**src/rtl/fetch_unit_pkg.sv**
```systemverilog
// Shared types and constants for the instruction-fetch stage.
// Covers the fetch FSM encoding, the IF/ID payload layout and the PC look-ahead.
package fetch_unit_pkg;

    localparam logic [1:0] FETCH_START = 2'd0;
    localparam logic [1:0] FETCH       = 2'd1;
    localparam logic [1:0] HOLD        = 2'd2;
    localparam logic [1:0] DISCARD     = 2'd3;

    localparam logic [31:0] PC_AHEAD = 32'd8;

    typedef struct packed {
        logic [31:0] instr;
        logic [31:0] pc;
        logic [31:0] pcplus8;
    } ifid_t;

    function automatic ifid_t make_ifid(input logic [31:0] instr,
                                        input logic [31:0] pc);
        ifid_t r;
        r.instr   = instr;
        r.pc      = pc;
        r.pcplus8 = pc + PC_AHEAD;
        return r;
    endfunction

endpackage

```
**src/rtl/fetch_unit_target.sv**
```systemverilog
// Redirect target selection for the fetch stage.
// An R15 write beats a taken branch; both are purely combinational.
module branch_target_calc
    import fetch_unit_pkg::*;
(
    input  logic        PCWriteE_i,
    input  logic        BranchTakenE_i,
    input  logic [31:0] BranchPC_i,
    input  logic [31:0] ExtImm_i,
    input  logic [31:0] ALUResult_i,
    output logic        redirect_o,
    output logic [31:0] target_o
);

    logic [31:0] branch_tgt;
    logic [31:0] alu_tgt;

    assign branch_tgt = BranchPC_i + PC_AHEAD + ExtImm_i;
    assign alu_tgt    = ALUResult_i & 32'hFFFF_FFFC;

    always_comb begin
        redirect_o = PCWriteE_i | BranchTakenE_i;
        target_o   = branch_tgt;
        if (PCWriteE_i) begin
            target_o = alu_tgt;
        end
    end

endmodule

```
**src/rtl/fetch_unit.sv**
```systemverilog
// Instruction-fetch stage: owns the PC, the memory handshake and IF/ID.
// A one-entry hold buffer parks a returned word while decode is stalled.
module fetch_unit
    import fetch_unit_pkg::*;
#(
    parameter logic [31:0] RESET_PC = 32'h0000_0000,
    parameter logic [31:0] PC_INC   = 32'd4
) (
    input  logic        CLK,
    input  logic        Reset,
    input  logic        StallD,
    input  logic        BranchTakenE,
    input  logic [31:0] BranchPC,
    input  logic [31:0] ExtImm,
    input  logic        PCWriteE,
    input  logic [31:0] ALUResult,
    output logic        IMemReq,
    output logic [31:0] IMemAddr,
    input  logic        IMemReady,
    input  logic [31:0] IMemRData,
    output logic [31:0] InstrD,
    output logic [31:0] PCD,
    output logic [31:0] PCPlus8D,
    output logic        ValidD
);

    logic [1:0]  state_q, state_d;
    logic [31:0] pc_q, pc_d;
    logic [31:0] addr_q, addr_d;
    ifid_t       ifid_q, ifid_d;
    ifid_t       hold_q, hold_d;
    logic        valid_q, valid_d;

    logic        redirect;
    logic [31:0] target;
    logic        req;
    logic        in_discard;

    branch_target_calc u_tgt (
        .PCWriteE_i     (PCWriteE),
        .BranchTakenE_i (BranchTakenE),
        .BranchPC_i     (BranchPC),
        .ExtImm_i       (ExtImm),
        .ALUResult_i    (ALUResult),
        .redirect_o     (redirect),
        .target_o       (target)
    );

    assign in_discard = (state_q == DISCARD);
    assign req        = (state_q == FETCH) || in_discard;

    always_comb begin
        state_d = state_q;
        pc_d    = pc_q;
        ifid_d  = ifid_q;
        hold_d  = hold_q;
        valid_d = valid_q;
        // The abandoned request keeps its address until memory answers.
        addr_d  = in_discard ? addr_q : pc_q;

        if (redirect) begin
            pc_d    = target;
            valid_d = 1'b0;
            hold_d  = '0;
            state_d = (req && !IMemReady) ? DISCARD : FETCH;
        end else begin
            unique case (state_q)
                FETCH_START: state_d = FETCH;
                FETCH: begin
                    if (IMemReady) begin
                        pc_d = pc_q + PC_INC;
                        if (StallD) begin
                            hold_d  = make_ifid(IMemRData, pc_q);
                            state_d = HOLD;
                        end else begin
                            ifid_d  = make_ifid(IMemRData, pc_q);
                            valid_d = 1'b1;
                        end
                    end else if (!StallD) begin
                        valid_d = 1'b0;
                    end
                end
                HOLD: begin
                    if (!StallD) begin
                        ifid_d  = hold_q;
                        valid_d = 1'b1;
                        hold_d  = '0;
                        state_d = FETCH;
                    end
                end
                DISCARD: begin
                    if (IMemReady) begin
                        state_d = FETCH;
                    end
                end
                default: state_d = FETCH_START;
            endcase
        end
    end

    always_ff @(posedge CLK) begin
        if (Reset) begin
            state_q <= FETCH_START;
            pc_q    <= RESET_PC;
            addr_q  <= RESET_PC;
            ifid_q  <= '0;
            hold_q  <= '0;
            valid_q <= 1'b0;
        end else begin
            state_q <= state_d;
            pc_q    <= pc_d;
            addr_q  <= addr_d;
            ifid_q  <= ifid_d;
            hold_q  <= hold_d;
            valid_q <= valid_d;
        end
    end

    assign IMemReq  = req;
    assign IMemAddr = in_discard ? addr_q : pc_q;
    assign InstrD   = ifid_q.instr;
    assign PCD      = ifid_q.pc;
    assign PCPlus8D = ifid_q.pcplus8;
    assign ValidD   = valid_q;

endmodule

```
**config.mk**
```make
export PLATFORM = sky130hd
export DESIGN_NAME = fetch_unit
export DESIGN_NICKNAME = d
export VERILOG_FILES = /design/src/rtl/fetch_unit_pkg.sv /design/src/rtl/fetch_unit_target.sv /design/src/rtl/fetch_unit.sv
export SDC_FILE = /design/constraint.sdc
export NUM_CORES = 1
export LEC_CHECK = 0
export CAP_MARGIN = 5
export CORE_UTILIZATION = 55
export CTS_BUF_LIST = sky130_fd_sc_hd__clkbuf_16
export DETAILED_ROUTE_END_ITERATION = 8
export PLACE_DENSITY_LB_ADDON = 0.2
export SLEW_MARGIN = 20
export SYNTH_ARGS = -nofsm -noshare
export SYNTH_HDL_FRONTEND = slang
export SYNTH_SLANG_ARGS = --single-unit
export TNS_END_PERCENT = 10
```
**constraint.sdc**
```tcl
create_clock -name CLK -period 8.42 [get_ports CLK]
set_input_delay 1.684 -clock CLK [delete_from_list [all_inputs] [get_ports CLK]]
set_output_delay 1.684 -clock CLK [all_outputs]
set_load 0.1 [all_outputs]
```
# Word-level counts from Yosys, hierarchy flattened

Index checks and enable logic that the tools add are counted.

Multipliers: 0
Add/subtract/negate cells: 4
Equal/unequal tests: 12
Bitwise operators: 2
Divide/modulo/power cells: 0
Reductions and logical operators: 13
Multiplexer cells: 24
$lt $le $gt $ge: 0
Shift operators: 0

Operator list:

| operator                | count |
|---|---|
| $mux W96                | 6 |
| $pmux W96 S2            | 2 |
| $mux W32                | 5 |
| $add A32 B4 Y32 const B | 2 |
| $add A32 B3 Y32 const B | 1 |
| $add A32 B32 Y32        | 1 |
| $ne A3 B3 Y1 const B    | 5 |
| $mux W2                 | 6 |
| $ne A2 B2 Y1 const B    | 4 |
| $pmux W2 S4             | 1 |
| $reduce_and A4 Y1       | 2 |
| $reduce_bool A2 Y1      | 3 |
| $reduce_and A5 Y1       | 1 |
| $eq A2 B2 Y1 const B    | 2 |
| $reduce_and A2 Y1       | 2 |
| $mux W1                 | 3 |
| $eq A2 B1 Y1 const B    | 1 |
| $logic_not A2 Y1        | 1 |
| $pmux W1 S2             | 1 |
| $reduce_or A2 Y1        | 1 |
| $logic_and A1 B1 Y1     | 1 |
| $logic_not A1 Y1        | 1 |
| $logic_or A1 B1 Y1      | 1 |
| $not A1 Y1              | 1 |
| $or A1 B1 Y1            | 1 |

Word-level logic and storage cells: 65
Bits in latches: 0
Bits in writable memories: 0
Bits in registers: 259
Memories kept: 0
Memory bits (read-only): 0
Bits of input ports: 134

# Depth between registers and ports, before layout

Depth after elaboration: 5
Gate-level depth with buffers: 13
Mapped depth without buffers: 13

# Hierarchy

Synthesis repeated with hierarchy kept, for this count alone.

Cells, all modules: 1,662
Area, all modules: 13,949.6 sq um

Modules (own cells, without submodules):

| module             | cells each | instances | area each (sq um) |
|---|---|---|---|
| fetch_unit         | 1,288      | 1         | 11,312.1 |
| branch_target_calc | 374        | 1         | 2,637.5 |

# Least setup slack after synthesis

OpenSTA, ideal clock, no wires.

Kind: register -> output
Start point: register state_q[0]
End point: output IMemAddr[30]
Cell stages (with the launch flop): 5
Buffers on the path: 2
Setup slack: 3,671 ps
Required time: 6,736 ps
Arrival time: 3,065 ps
Cells stage by stage: dfxtp_1 ha_1 clkbuf_1 clkbuf_1 o21ai_0

Word-level cells in the longest chain between the ends: 2

RTL lines:

| what                     | RTL line          | text |
|---|---|---|
| start: declaration       | fetch_unit.sv:27  | `logic [1:0] state_q, state_d;` |
| start signal: assignment | fetch_unit.sv:110 | `state_q <= state_d;` |
| $eq A2 B2 Y1             | fetch_unit.sv:49  | `assign in_discard = (state_q == DISCARD);` |
| $mux W32                 | fetch_unit.sv:120 | `assign IMemAddr = in_discard ? addr_q : pc_q;` |
| end: declaration         | fetch_unit.sv:18  | `output logic [31:0] IMemAddr,` |

Every way passes these cells.

# Final worst setup path

Start point: register state_q[1]
End point: output IMemAddr[17]

The elaborated chain is that of the path after synthesis.

==> results by group <==
Detailed routing
  • Vias: 12.7k
  • First drt pass iteration count: 6
  • Antenna-violating nets left: 0
  • WL final: 37,400 µm
  • Vias per inst: 5.82
  • Residual DRC: 0
  • Post-DR wirelength/cell: 17.1 µm
  • Initial drt markers: 993

Worst setup path
  • Max Fanout on Critical Path: 21
  • Data arrival, critical path: 3390 ps
  • Required time of the critical path: 6740 ps
  • Crit path capture type: output pin
  • Startpoint Class: flip-flop
  • WS Path Type: reg -> out

Timing
  • Clock Skews: 9.68 ps
  • Setup TNS: 0 ps
  • Hold WS: 448 ps
  • RSZ-0062 raised after global routing: no
  • Max_slew headroom: 0.228
  • Fmax: 0.197 GHz
  • Fin. Hold Viols: 0
  • Final worst-path cycle share: 0.603
  • Final Max Tran Viols: 0
  • Tmin final: 5070 ps
  • Worst slew pin tran: 1160 ps
  • Setup violations, final: 0
  • Final setup margin: 3350 ps

Placed design
  • Routability cong.: 0.880
  • DP HPWL: 24,800 µm
  • DP Cell Count: 2,132
  • Worst slack at placement: 3370 ps
  • Post-DP Area: 16,000 µm²
  • I/O Buffers: 261

Clocking
  • Clock buffers created by TritonCTS: 27
  • Max H-tree Level: 1
  • Worst-path clk slew: 60 ps
  • Worst-skew pair later-pin latency: 520 ps
  • CTS resizes: 0
  • Clock Tree Root: clkbuf_16
  • Cts hold-fix bufs: 0
  • Post-CTS Setup Inserts: 0
  • CTS tree: built
  • CTS Buffer Depth: 3
  • Num Clock Sinks: 253

Cells and area
  • Ant. Diodes: 0
  • Area delta synth->final: 24.8%
  • Register area: 5060 µm²
  • Share of cells above drive strength 1: 0.0596
  • Area occupied by multi-input gates: 7770 µm²
  • Finished Layout Cells: 2,181
  • Total Nets Final: 2,044
  • Core Util, Final: 0.708
  • Fillers: 1,926
  • Finished Cell Area: 16,800 µm²

Synthesis
  • Post-synth EDFFs: 0
  • Cells after synthesis: 1,685
  • Post-synth ARST share: 0
  • Ys flop type: dfxtp_1
  • Cell area after synthesis: 13,500 µm²
  • Yosys cell types: 80
  • Syn. warnings: 0
  • Synth Area per Inst: 8.00 µm²
  • Mapped Nets: 1,886
  • Register area share after synthesis: 0.376
  • FF+latch count, synth: 253

Power
  • Leak: 6.11 nW
  • Total power: 3.31 mW
  • PD cells: 197 nW/µm²
  • Worst-case vdd ir drop: 175 µV

Global route
  • Grt ovf: 0
  • Antenna violations before repair: 0
  • Total track usage: 0.292
  • Pin count of the biggest net entering global routing: 106
  • Number of global-route vias before repair: 11.7k
  • First-pass GRT wire length: 58,900 µm

Status
  • Run status: completed

Die
  • Die Span X: 159 µm
  • Die area: 25,100 µm²
  • Number of top-level pins: 264
  • Core area: 23,800 µm²
  • Rows: 56
  • Die height: 159 µm
  • Initial Util: 0.567

Worst hold path
  • Hold crit path type: reg -> reg

Run
  • Max-cap viol count: 0
[placed cells by master, fill, tap and decap left out, drive strengths merged, types with 3 or more instances in the layout]
cell type / Yosys / final
nand3: 24 / 24
a221oi: 10 / 10
xor2: 31 / 31
and4: 5 / 5
a41oi: 3 / 3
a21oi: 182 / 182
and3: 18 / 18
clkbuf: 107 / 27
and2: 44 / 44
mux2i: 5 / 5
xnor2: 42 / 42
dfxtp: 253 / 253
o211ai: 14 / 14
inv: 15 / 25
a22oi: 11 / 11
clkinv: 0 / 8
a211o: 4 / 4
nor2: 181 / 181
nand4: 14 / 14
a2111oi: 3 / 3
clkdlybuf4s50: 0 / 260
buf: 36 / 13
a21o: 17 / 17
a31oi: 7 / 7
o21ai: 36 / 36
nor3: 100 / 100
nand2: 222 / 222
nor4: 3 / 3
nand2b: 17 / 17
o31ai: 4 / 4
ha: 66 / 66
mux2: 32 / 32
nor2b: 69 / 69
a211oi: 75 / 75
or2: 3 / 3
[report_power, final]
part	leakage, nW	internal [mW]	switching [mW]
Sequential	2.06	1.25	0.0590
Clock	0.439	0.639	0.474
Combinational	3.61	0.297	0.596
[worst max-delay path, cell delays in order, from the launching register on]
cell and delay [ps]:
dfxtp_1 390, ha_1 640, buf_4 420, mux2_2 220, clkdlybuf4s50_1 1190
[cell families after synthesis]
kind of cell,share of synthesized area
simple gates,0.246
compound gates,0.185
flops,0.376
buf+inv,0.0525
xor+xnor,0.0474
fa+ha+maj,0.0628
mux,0.0304
[routing by layer]
metal / GRT usage / wire length (µm)
met1: 0.369 / 15900
met2: 0.511 / 18100
met3: 0.0359 / 2340
met4: 0.0957 / 1090
met5: 0 / 0
[flip-flops by register name, indices dropped and copies added, names as in the netlist]
name      flops
PCPlus8D     29
PCD          32
ValidD        1
hold_q       93
addr_q       32
InstrD       32
state_q       2
pc_q         32
[cells in the mapped netlist (13+ instances only)]
master      n  area share
dfxtp_1   253        0.38
nand2_1   222       0.062
a21oi_1   181       0.067
nor2_1    181       0.050
clkbuf_1  100       0.028
nor3_1     99       0.037
a211oi_1   74       0.041
nor2b_1    69       0.032
ha_1       66       0.061
and2_1     43       0.020
xnor2_1    42       0.027
mux2_2     32       0.027
xor2_1     31       0.020
o21ai_0    28       0.010
nand3_1    24      0.0089
buf_2      20      0.0074
a21o_1     17      0.0095
and3_1     17      0.0079
nand2b_1   17      0.0079
inv_1      14      0.0039
nand4_1    13      0.0060
[area by class of cell]
class	count	share of cell area
clock buffers	27	0.0402
flip-flops and latches	253	0.301
clock inverters	21	0.00863
well taps	319	0.0237
repair buffers	273	0.161
inverters	15	0.00335
multi-input cells	1273	0.462
[path summary, 6_finish.rpt]
| kind | startpoint | cells past startpoint | slack (ps) | to |
|---|---|---|---|---|
| max | state_q[1]$_SDFFE_PP0P_ | 4 | 3350 | IMemAddr[17] |
| max reg2reg | state_q[0]$_SDFFE_PP0P_ | 7 | 4760 | hold_q[49]$_SDFFE_PP0P_ |
| min reg2reg | hold_q[30]$_SDFFE_PP0P_ | 2 | 450 | hold_q[30]$_SDFFE_PP0P_ |
| min | hold_q[30]$_SDFFE_PP0P_ | 2 | 450 | hold_q[30]$_SDFFE_PP0P_ |
No activity file was read; power rests on OpenSTA's default activity.
